===== src/rtl/ula_arb_pkg.sv =====
// ula_arb_pkg: shared types, default sizes and helpers for the ULA arbiter.
package ula_arb_pkg;
    typedef enum logic [1:0] {IDLE, EXEC, RESP} state_t;
    localparam int DEF_NUM_REQ = 4;
    localparam int DEF_DATA_W = 8;
    localparam int CNT_W = 16;
    function automatic int id_w(input int n);
        return (n < 2) ? 1 : $clog2(n);
    endfunction
endpackage


===== src/rtl/ula_arbiter_rr_picker.sv =====
// rr_picker: combinational round-robin pick, first set req bit above ptr_i (with wrap).
module rr_picker import ula_arb_pkg::*; #(
    parameter int NUM_REQ = DEF_NUM_REQ
) (
    input  logic [NUM_REQ-1:0]        req_i,
    input  logic [id_w(NUM_REQ)-1:0]  ptr_i,
    output logic [NUM_REQ-1:0]        win_o,
    output logic [id_w(NUM_REQ)-1:0]  idx_o,
    output logic                      any_o
);
    localparam int IW = id_w(NUM_REQ);
    // Scan from farthest to nearest so the nearest set bit is written last.
    always_comb begin
        idx_o = '0;
        for (int i = NUM_REQ; i >= 1; i--)
            if (req_i[IW'((int'(ptr_i) + i) % NUM_REQ)]) idx_o = IW'((int'(ptr_i) + i) % NUM_REQ);
    end
    assign any_o = |req_i;
    assign win_o = any_o ? NUM_REQ'(1) << idx_o : '0;
endmodule


===== src/rtl/ula_arbiter.sv =====
// ula_arbiter: round-robin sharing of one ULA datapath among NUM_REQ cores.
// Define ULA_ARBITER_STATS_EN to add per-core saturating grant counters (grant_cnt).
module ula_arbiter import ula_arb_pkg::*; #(
    parameter int NUM_REQ = DEF_NUM_REQ,
    parameter int DATA_W  = DEF_DATA_W,
    parameter int ULA_LAT = 1
) (
    input  logic                      clk,
    input  logic                      reset,
    input  logic [NUM_REQ-1:0]        req,
    input  logic [NUM_REQ*DATA_W-1:0] req_opcode,
    input  logic [NUM_REQ*DATA_W-1:0] req_op1,
    input  logic [NUM_REQ*DATA_W-1:0] req_op2,
    output logic [NUM_REQ-1:0]        gnt,
    output logic                      rsp_valid,
    output logic [id_w(NUM_REQ)-1:0]  rsp_id,
    output logic [DATA_W-1:0]         rsp_result,
    output logic [DATA_W-1:0]         rsp_flags,
    output logic [DATA_W-1:0]         ula_opcode,
    output logic [DATA_W-1:0]         ula_operand1,
    output logic [DATA_W-1:0]         ula_operand2,
    input  logic [DATA_W-1:0]         ula_result,
    input  logic [DATA_W-1:0]         ula_flags,
    output logic                      busy
`ifdef ULA_ARBITER_STATS_EN
    ,output logic [NUM_REQ*CNT_W-1:0] grant_cnt
`endif
);
    localparam int IW = id_w(NUM_REQ);
    localparam int CW = $clog2(ULA_LAT + 1);
    state_t state_q, state_d;
    logic [IW-1:0] ptr_q, ptr_d, win_q, win_d, rsp_id_q, rsp_id_d, pick_idx;
    logic [CW-1:0] cnt_q, cnt_d;
    logic [NUM_REQ-1:0] gnt_q, gnt_d, pick_win;
    logic rv_q, rv_d, pick_any;
    logic [DATA_W-1:0] res_q, res_d, flg_q, flg_d, opc_q, opc_d, op1_q, op1_d, op2_q, op2_d;

    rr_picker #(.NUM_REQ(NUM_REQ)) u_pick (
        .req_i(req), .ptr_i(ptr_q), .win_o(pick_win), .idx_o(pick_idx), .any_o(pick_any)
    );

    always_comb begin
        state_d = state_q;
        ptr_d = ptr_q;
        win_d = win_q;
        cnt_d = cnt_q;
        gnt_d = '0;
        rv_d = 1'b0;
        rsp_id_d = rsp_id_q;
        res_d = res_q;
        flg_d = flg_q;
        opc_d = opc_q;
        op1_d = op1_q;
        op2_d = op2_q;
        case (state_q)
            IDLE: begin
                gnt_d = pick_win;
                win_d = pick_any ? pick_idx : win_q;
                opc_d = pick_any ? req_opcode[pick_idx*DATA_W +: DATA_W] : '0;
                op1_d = pick_any ? req_op1[pick_idx*DATA_W +: DATA_W] : '0;
                op2_d = pick_any ? req_op2[pick_idx*DATA_W +: DATA_W] : '0;
                cnt_d = '0;
                state_d = pick_any ? EXEC : IDLE;
            end
            EXEC: begin
                cnt_d = cnt_q + CW'(1);
                if (cnt_q == CW'(ULA_LAT - 1)) begin
                    res_d = ula_result;
                    flg_d = ula_flags;
                    rsp_id_d = win_q;
                    rv_d = 1'b1;
                    state_d = RESP;
                end
            end
            RESP: begin
                ptr_d = win_q;
                state_d = IDLE;
            end
            default: state_d = IDLE;
        endcase
    end

    always_ff @(posedge clk) begin
        if (!reset) begin
            state_q <= IDLE;
            ptr_q <= IW'(NUM_REQ - 1);
            win_q <= '0;
            cnt_q <= '0;
            gnt_q <= '0;
            rv_q <= 1'b0;
            rsp_id_q <= '0;
            res_q <= '0;
            flg_q <= '0;
            opc_q <= '0;
            op1_q <= '0;
            op2_q <= '0;
        end else begin
            state_q <= state_d;
            ptr_q <= ptr_d;
            win_q <= win_d;
            cnt_q <= cnt_d;
            gnt_q <= gnt_d;
            rv_q <= rv_d;
            rsp_id_q <= rsp_id_d;
            res_q <= res_d;
            flg_q <= flg_d;
            opc_q <= opc_d;
            op1_q <= op1_d;
            op2_q <= op2_d;
        end
    end

    assign gnt = gnt_q;
    assign rsp_valid = rv_q;
    assign rsp_id = rsp_id_q;
    assign rsp_result = res_q;
    assign rsp_flags = flg_q;
    assign ula_opcode = opc_q;
    assign ula_operand1 = op1_q;
    assign ula_operand2 = op2_q;
    assign busy = state_q != IDLE;

`ifdef ULA_ARBITER_STATS_EN
    logic [NUM_REQ-1:0][CNT_W-1:0] gcnt_q;
    always_ff @(posedge clk) begin
        for (int i = 0; i < NUM_REQ; i++)
            if (!reset) gcnt_q[i] <= '0;
            else if (gnt_q[i] && gcnt_q[i] != '1) gcnt_q[i] <= gcnt_q[i] + CNT_W'(1);
    end
    assign grant_cnt = gcnt_q;
`endif
endmodule

===== config.mk =====
export PLATFORM = sky130hd
export DESIGN_NAME = ula_arbiter
export DESIGN_NICKNAME = d
export VERILOG_FILES = /design/src/rtl/ula_arb_pkg.sv /design/src/rtl/ula_arbiter_rr_picker.sv /design/src/rtl/ula_arbiter.sv
export SDC_FILE = /design/constraint.sdc
export NUM_CORES = 1
export LEC_CHECK = 0
export CAP_MARGIN = 10
export CORE_ASPECT_RATIO = 1.4
export CORE_MARGIN = 4
export CORE_UTILIZATION = 33
export DETAILED_ROUTE_END_ITERATION = 8
export GPL_TIMING_DRIVEN = 0
export PLACE_DENSITY = 0.79
export SLEW_MARGIN = 0
export SYNTH_ARGS = -nofsm -noshare
export SYNTH_HDL_FRONTEND = slang
export SYNTH_SLANG_ARGS = --single-unit

===== constraint.sdc =====
create_clock -name clk -period 2.75 [get_ports clk]
set_input_delay 0.275 -clock clk [delete_from_list [all_inputs] [get_ports clk]]
set_output_delay 0.275 -clock clk [all_outputs]
set_load 0.02 [all_outputs]

==> run_results.csv <==
group,metric,value,unit
status,outcome,"complete, no violations",
worst_setup_path,cp_slowest_cell,"clkdlybuf4s50_1",
drt,final_antenna_net_count,0,
die,die_w,84.5,um
place,place.gp.congestion,0.861,
worst_setup_path,crit_type,"in -> reg",
worst_setup_path,cp_slowest_stage_delay,0.55,ns
worst_setup_path,reg2reg_slack,0.71,ns
worst_setup_path,crit_required,2.95,ns
yosys,synth.largest_area_cell,"dfxtp_1",
die,die_h,115,um
drt,vias,2773,
place,dp_worst_setup_slack,0.297,ns
global_route,track_usage,18.5,%
timing,fin_crit,2.09,ns
global_route,overflow,0,
drt,routed_wl,9120,um
power_and_ir_drop,sw_frac_of_total,30.6,%
yosys,yosys-top-cells-area,"dfxtp_1 (40%), mux2i_1 (11%), a221o_1 (8.5%), mux2_2 (7.1%), nand2_1 (5.8%)",
timing,worst_clock_skew,0.00703,ns
drt,routedWlPerCell,16.5,um
cts,htree_levels,2,
cts,holdBufCountCts,0,
worst_setup_path,path_buf_inv,2,
timing,hold_viol,0,
worst_setup_path,cp_cell_sequence,"clkdlybuf4s50_1 > nand3b_1 > a31oi_2 > buf_2 > mux2_2 > a221o_1",
cells_and_area,area_delta_synth_final,68.8,%
cts,postCtsSetupBuffers,0,
die,num_rows,38,
drt,first_pass_iters,4,
timing,setup_viol,0,
power_and_ir_drop,power_frac_comb,37.7,%
cts,clockBufferDepth,2,
timing,rsz0062_at_grt,"false",
cts,cts.sinks,54,
yosys,synth-seq-area-share,40.0,%
place,hpwl,7410,um
cts,clk_pin_slew_worst_paths,0.09,ns
die,pin_count,166,
cells_and_area,utilization,58.1,%
yosys,synth.top_cell.area_share,40.0,%
cts,clk_latency,0.31,ns
drt,drc,0,
global_route,grt_pass1_vias,2937,
yosys,synth_area,2700,um^2
cells_and_area,final_common_cell,"clkdlybuf4s50_1",
worst_setup_path,start_kind,"input pin",
power_and_ir_drop,irDropWorstVdd,241,uV
place,io_buffers,165,
run,drv_cap,0,
timing,period_share,76.2,%
yosys,synth_cell_types,34,
timing,worst_slack,0.655,ns
power_and_ir_drop,pwr-share-clk,20.4,%
yosys,syn_avg_cell_area,9.62,um^2
min_path,hold_depth,2,
worst_setup_path,reg2reg_from,"ptr_q[1]",
worst_setup_path,critPathMaxFanout,10,
power_and_ir_drop,p_int,1.52,mW
worst_setup_path,endpoint_kind,"flip-flop",
global_route,grt_max_degree,15,
drt,drtIter0Drc,91,
die,dieArea,9720,um^2
min_path,hold_end,"rsp_result[4]",
power_and_ir_drop,power_per_cell_area,481,nW/um^2
yosys,synth_seq_cells,54,
cts,cts_tree,"yes",
yosys,synth_cells,281,
cells_and_area,num_antenna_cells,0,
timing,final_max_slew_viol_count,0,
worst_setup_path,timing.rr.end,"ula_opcode[7]",
die,coreArea,7850,um^2
worst_setup_path,r2r_cells,6,
yosys,ys_warn_count,0,
yosys,synth_nets,399,
cts,clock-root-buffer,"clkbuf_8",
power_and_ir_drop,p_sw,671,uW
cts,postCtsResizedCells,0,
min_path,min_path_type,"reg -> reg",
timing,holdWs,0.466,ns
min_path,min_from,"rsp_result[4]",
drt,via_per_inst,5.02,
global_route,grt_pass1_wl,14400,um
global_route,antenna_found_initial,0,
die,start_util,34.4,%
cells_and_area,layout-drive-gt1-share,11.1,%
worst_setup_path,crit_family,"buffers and inverters",
timing,setup-tns-final,0,ns
cells_and_area,final_cell_mix,"clkdlybuf4s50_1 (165), dfxtp_1 (54), nand2_1 (42)",
cells_and_area,finalNetCount,571,
cts,cts_buffers,5,
worst_setup_path,crit_arrival,2.30,ns
power_and_ir_drop,leakage,1.77,nW
worst_setup_path,startpoint,"req[3]",
timing,fmax,0.477,GHz
timing,worstMarginPinSlew,0.631,ns
power_and_ir_drop,sequentialPowerShare,42.0,%
timing,slew-limit-headroom,57.8,%
power_and_ir_drop,power,2.19,mW
[logic make-up after synthesis]
kind of cell	Yosys count	synth area share, %
AOI/OAI and AO/OA	51	16.8
DFF	54	40.0
muxes	52	21.2
buffers and inverters	26	4.91
and+or+nand+nor	98	17.2
[layer usage]
metal  routed length [um]  GRT usage, %
met1                 3350          18.2
met2                 4670          34.6
met3                  978          8.60
met4                  114          4.86
met5                    0             0
[sequential cells by signal, summed over array words and instances, names as in the netlist]
signal and flops:
rsp_flags 8, rsp_result 8, ptr_q 2, gnt 4, ula_operand2 8, state_q 2
cnt_q 1, ula_opcode 8, rsp_id 2, ula_operand1 8, win_q 2, rsp_valid 1
[stage by stage]
stage                     instance area [um^2]  std cells
after detailed placement                  4480        546
after global placement                    4480        546
after global routing                      4560        552
after CTS                                 4560        552
final                                     4560        552
after floorplan                           2700        281
[layout make-up]
type	instances	area, um^2
inverter	3	11.3
timing repair buffer	165	1650
clock buffer	6	82.6
sequential	54	1080
buffer	23	121
tap	100	125
fill	692	3280
multi-input combinational	201	1490
[Yosys cell counts]
| master | number |
|---|---|
| a21boi_0 | 19 |
| a21o_2 | 2 |
| a21oi_2 | 1 |
| a221o_1 | 23 |
| a31oi_2 | 1 |
| and2_1 | 2 |
| and2b_1 | 1 |
| and3b_1 | 2 |
| buf_1 | 1 |
| buf_2 | 10 |
| buf_6 | 3 |
| clkbuf_1 | 9 |
| dfxtp_1 | 54 |
| inv_1 | 3 |
| mux2_2 | 17 |
| mux2_4 | 6 |
| mux2i_1 | 29 |
| nand2_1 | 42 |
| nand2_2 | 1 |
| nand2b_1 | 4 |
| nand3_1 | 16 |
| nand3b_1 | 1 |
| nor2_1 | 8 |
| nor2b_1 | 2 |
| nor3_1 | 15 |
| nor3_2 | 1 |
| nor3b_1 | 1 |
| nor4_1 | 1 |
| o211a_1 | 1 |
| o21a_1 | 1 |
| o21ai_2 | 1 |
| o221ai_1 | 1 |
| o22ai_1 | 1 |
| or3b_2 | 1 |
[worst max-delay path by stage]
stage,endpoint,slack [ns],cells past startpoint
global route,ula_operand1[7],0.46,7
detailed placement,ula_operand1[7],0.30,6
global placement,ula_opcode[2],0.31,6
finish,ula_opcode[2],0.66,6
CTS,ula_operand2[7],0.63,7
floorplan,ula_opcode[3],0.95,6
[tightest hold or removal path: stages (launching register included)]
cell	delay, ns
dfxtp_1	0.32
nand2_1	0.04
a21boi_0	0.06
[power groups by stage]
| stage | registers (mW) | clock network (mW) | logic (mW) |
|---|---|---|---|
| after CTS | 0.921 | 0.472 | 0.837 |
| after global placement | 0.934 | 0 | 0.822 |
| after detailed placement | 0.939 | 0 | 0.833 |
| final | 0.920 | 0.447 | 0.826 |
| after global routing | 0.931 | 0.495 | 0.889 |
| after floorplan | 1.03 | 0 | 0.323 |
Note: power is estimated with default switching activity, not from simulation.
==> RTL change (config.mk and constraints unchanged) <==
Add a define of `ULA_ARBITER_STATS_EN`.
--- a/src/rtl/ula_arbiter.sv
+++ b/src/rtl/ula_arbiter.sv
@@ -1,4 +1,6 @@
 // ula_arbiter: round-robin sharing of one ULA datapath among NUM_REQ cores.
 // Define ULA_ARBITER_STATS_EN to add per-core saturating grant counters (grant_cnt).
+`define ULA_ARBITER_STATS_EN
+
 module ula_arbiter import ula_arb_pkg::*; #(
     parameter int NUM_REQ = DEF_NUM_REQ,
Behaviour (old outputs only; new: grant_cnt): unchanged (Yosys induction, for registers that start in step).
==> RTL change against the original RTL <==
Total power is 130% higher; die area is 100% higher; routed wire length is 100% higher; synthesized area is 110% higher; cell area is 97% higher; worst hold slack worse by 0.055 ns; critical endpoint is now ula_operand1[7]; sequential cell count is 64 higher; setup slack better by 0.028 ns; first-iteration DRC count grew to 2.8 times the old value.
==> RTL change: results (changes against the original RTL) <==
metric	value	unit	change
Fin Hold WS	0.410	ns	-0.0555 ns
dpl cells	1139		+110%
status	completed		
R2R depth	5		-1
Worst R2R End	grant_cnt[33]		
clock-cell share of area	6.47	%	+4.7 points
clk_skew	0.0122	ns	+0.00522 ns
via count	5869		+110%
max incr delay on CP	0.48	ns	-0.07 ns
Signal buf overhead	27.6	%	-11 points
gpl congestion	0.849		-1.5%
Seq area share	26.3	%	+2.6 points
placed cell areas	8390	um^2	+87%
IO buf count	229		+39%
htree depth	4		+2
# nets final	1044		+83%
CP arrival	2.35	ns	+0.05 ns
DP HPWL	14500	um	+95%
root buffer cell	clkbuf_16		
drt first pass iters	5		+1
drt total wl	18600	um	+100%
largest net degree at the start of global routing	17		+2
Signal buffers	263		+40%
hold wc startpoint	ula_result[7]		
flops & latches, synth	118		+120%
Post-synth top cells	dfxtp_1 (118), nand2_1 (91), nor2_1 (65)		
peak supply drop	0.000317	V	+32%
[RTL change: cell count changes after synthesis, sizes merged, moves of 19 or more]
cell | unedited run | this run
o211ai | 0 | 21
a221o | 23 | 0
a21boi | 19 | 0
nor2 | 8 | 65
dfxtp | 54 | 118
xnor2 | 0 | 30
a21oi | 1 | 34
nand2 | 43 | 92
nand3 | 16 | 62
[RTL change: power by group]
group | internal (W) | leakage [nW] | switching [W]
logic | 0.000473 | 1.95 | 0.000463
clock network | 0.00134 | 0.279 | 0.000848
registers | 0.00181 | 0.959 | 0.0000599
[RTL change: metal layers]
metal	up-vias	track usage, %	part of all wire (%)
met2	216	35.5	54
met3	38	5.24	6.7
met1	2714	18.7	36
met4	0	8.70	3.1
li1	2901	-	-
met5	-	0	0
[RTL change: cells by family after synthesis]
kind of cell / share of synthesized area [%]
AO/OA/AOI/OAI: 12.2
XOR/XNOR: 6.49
adder cells (fa/ha/maj): 0.863
buffers and inverters: 3.88
flip-flops: 40.7
multiplexers: 9.39
AND/OR/NAND/NOR: 26.5
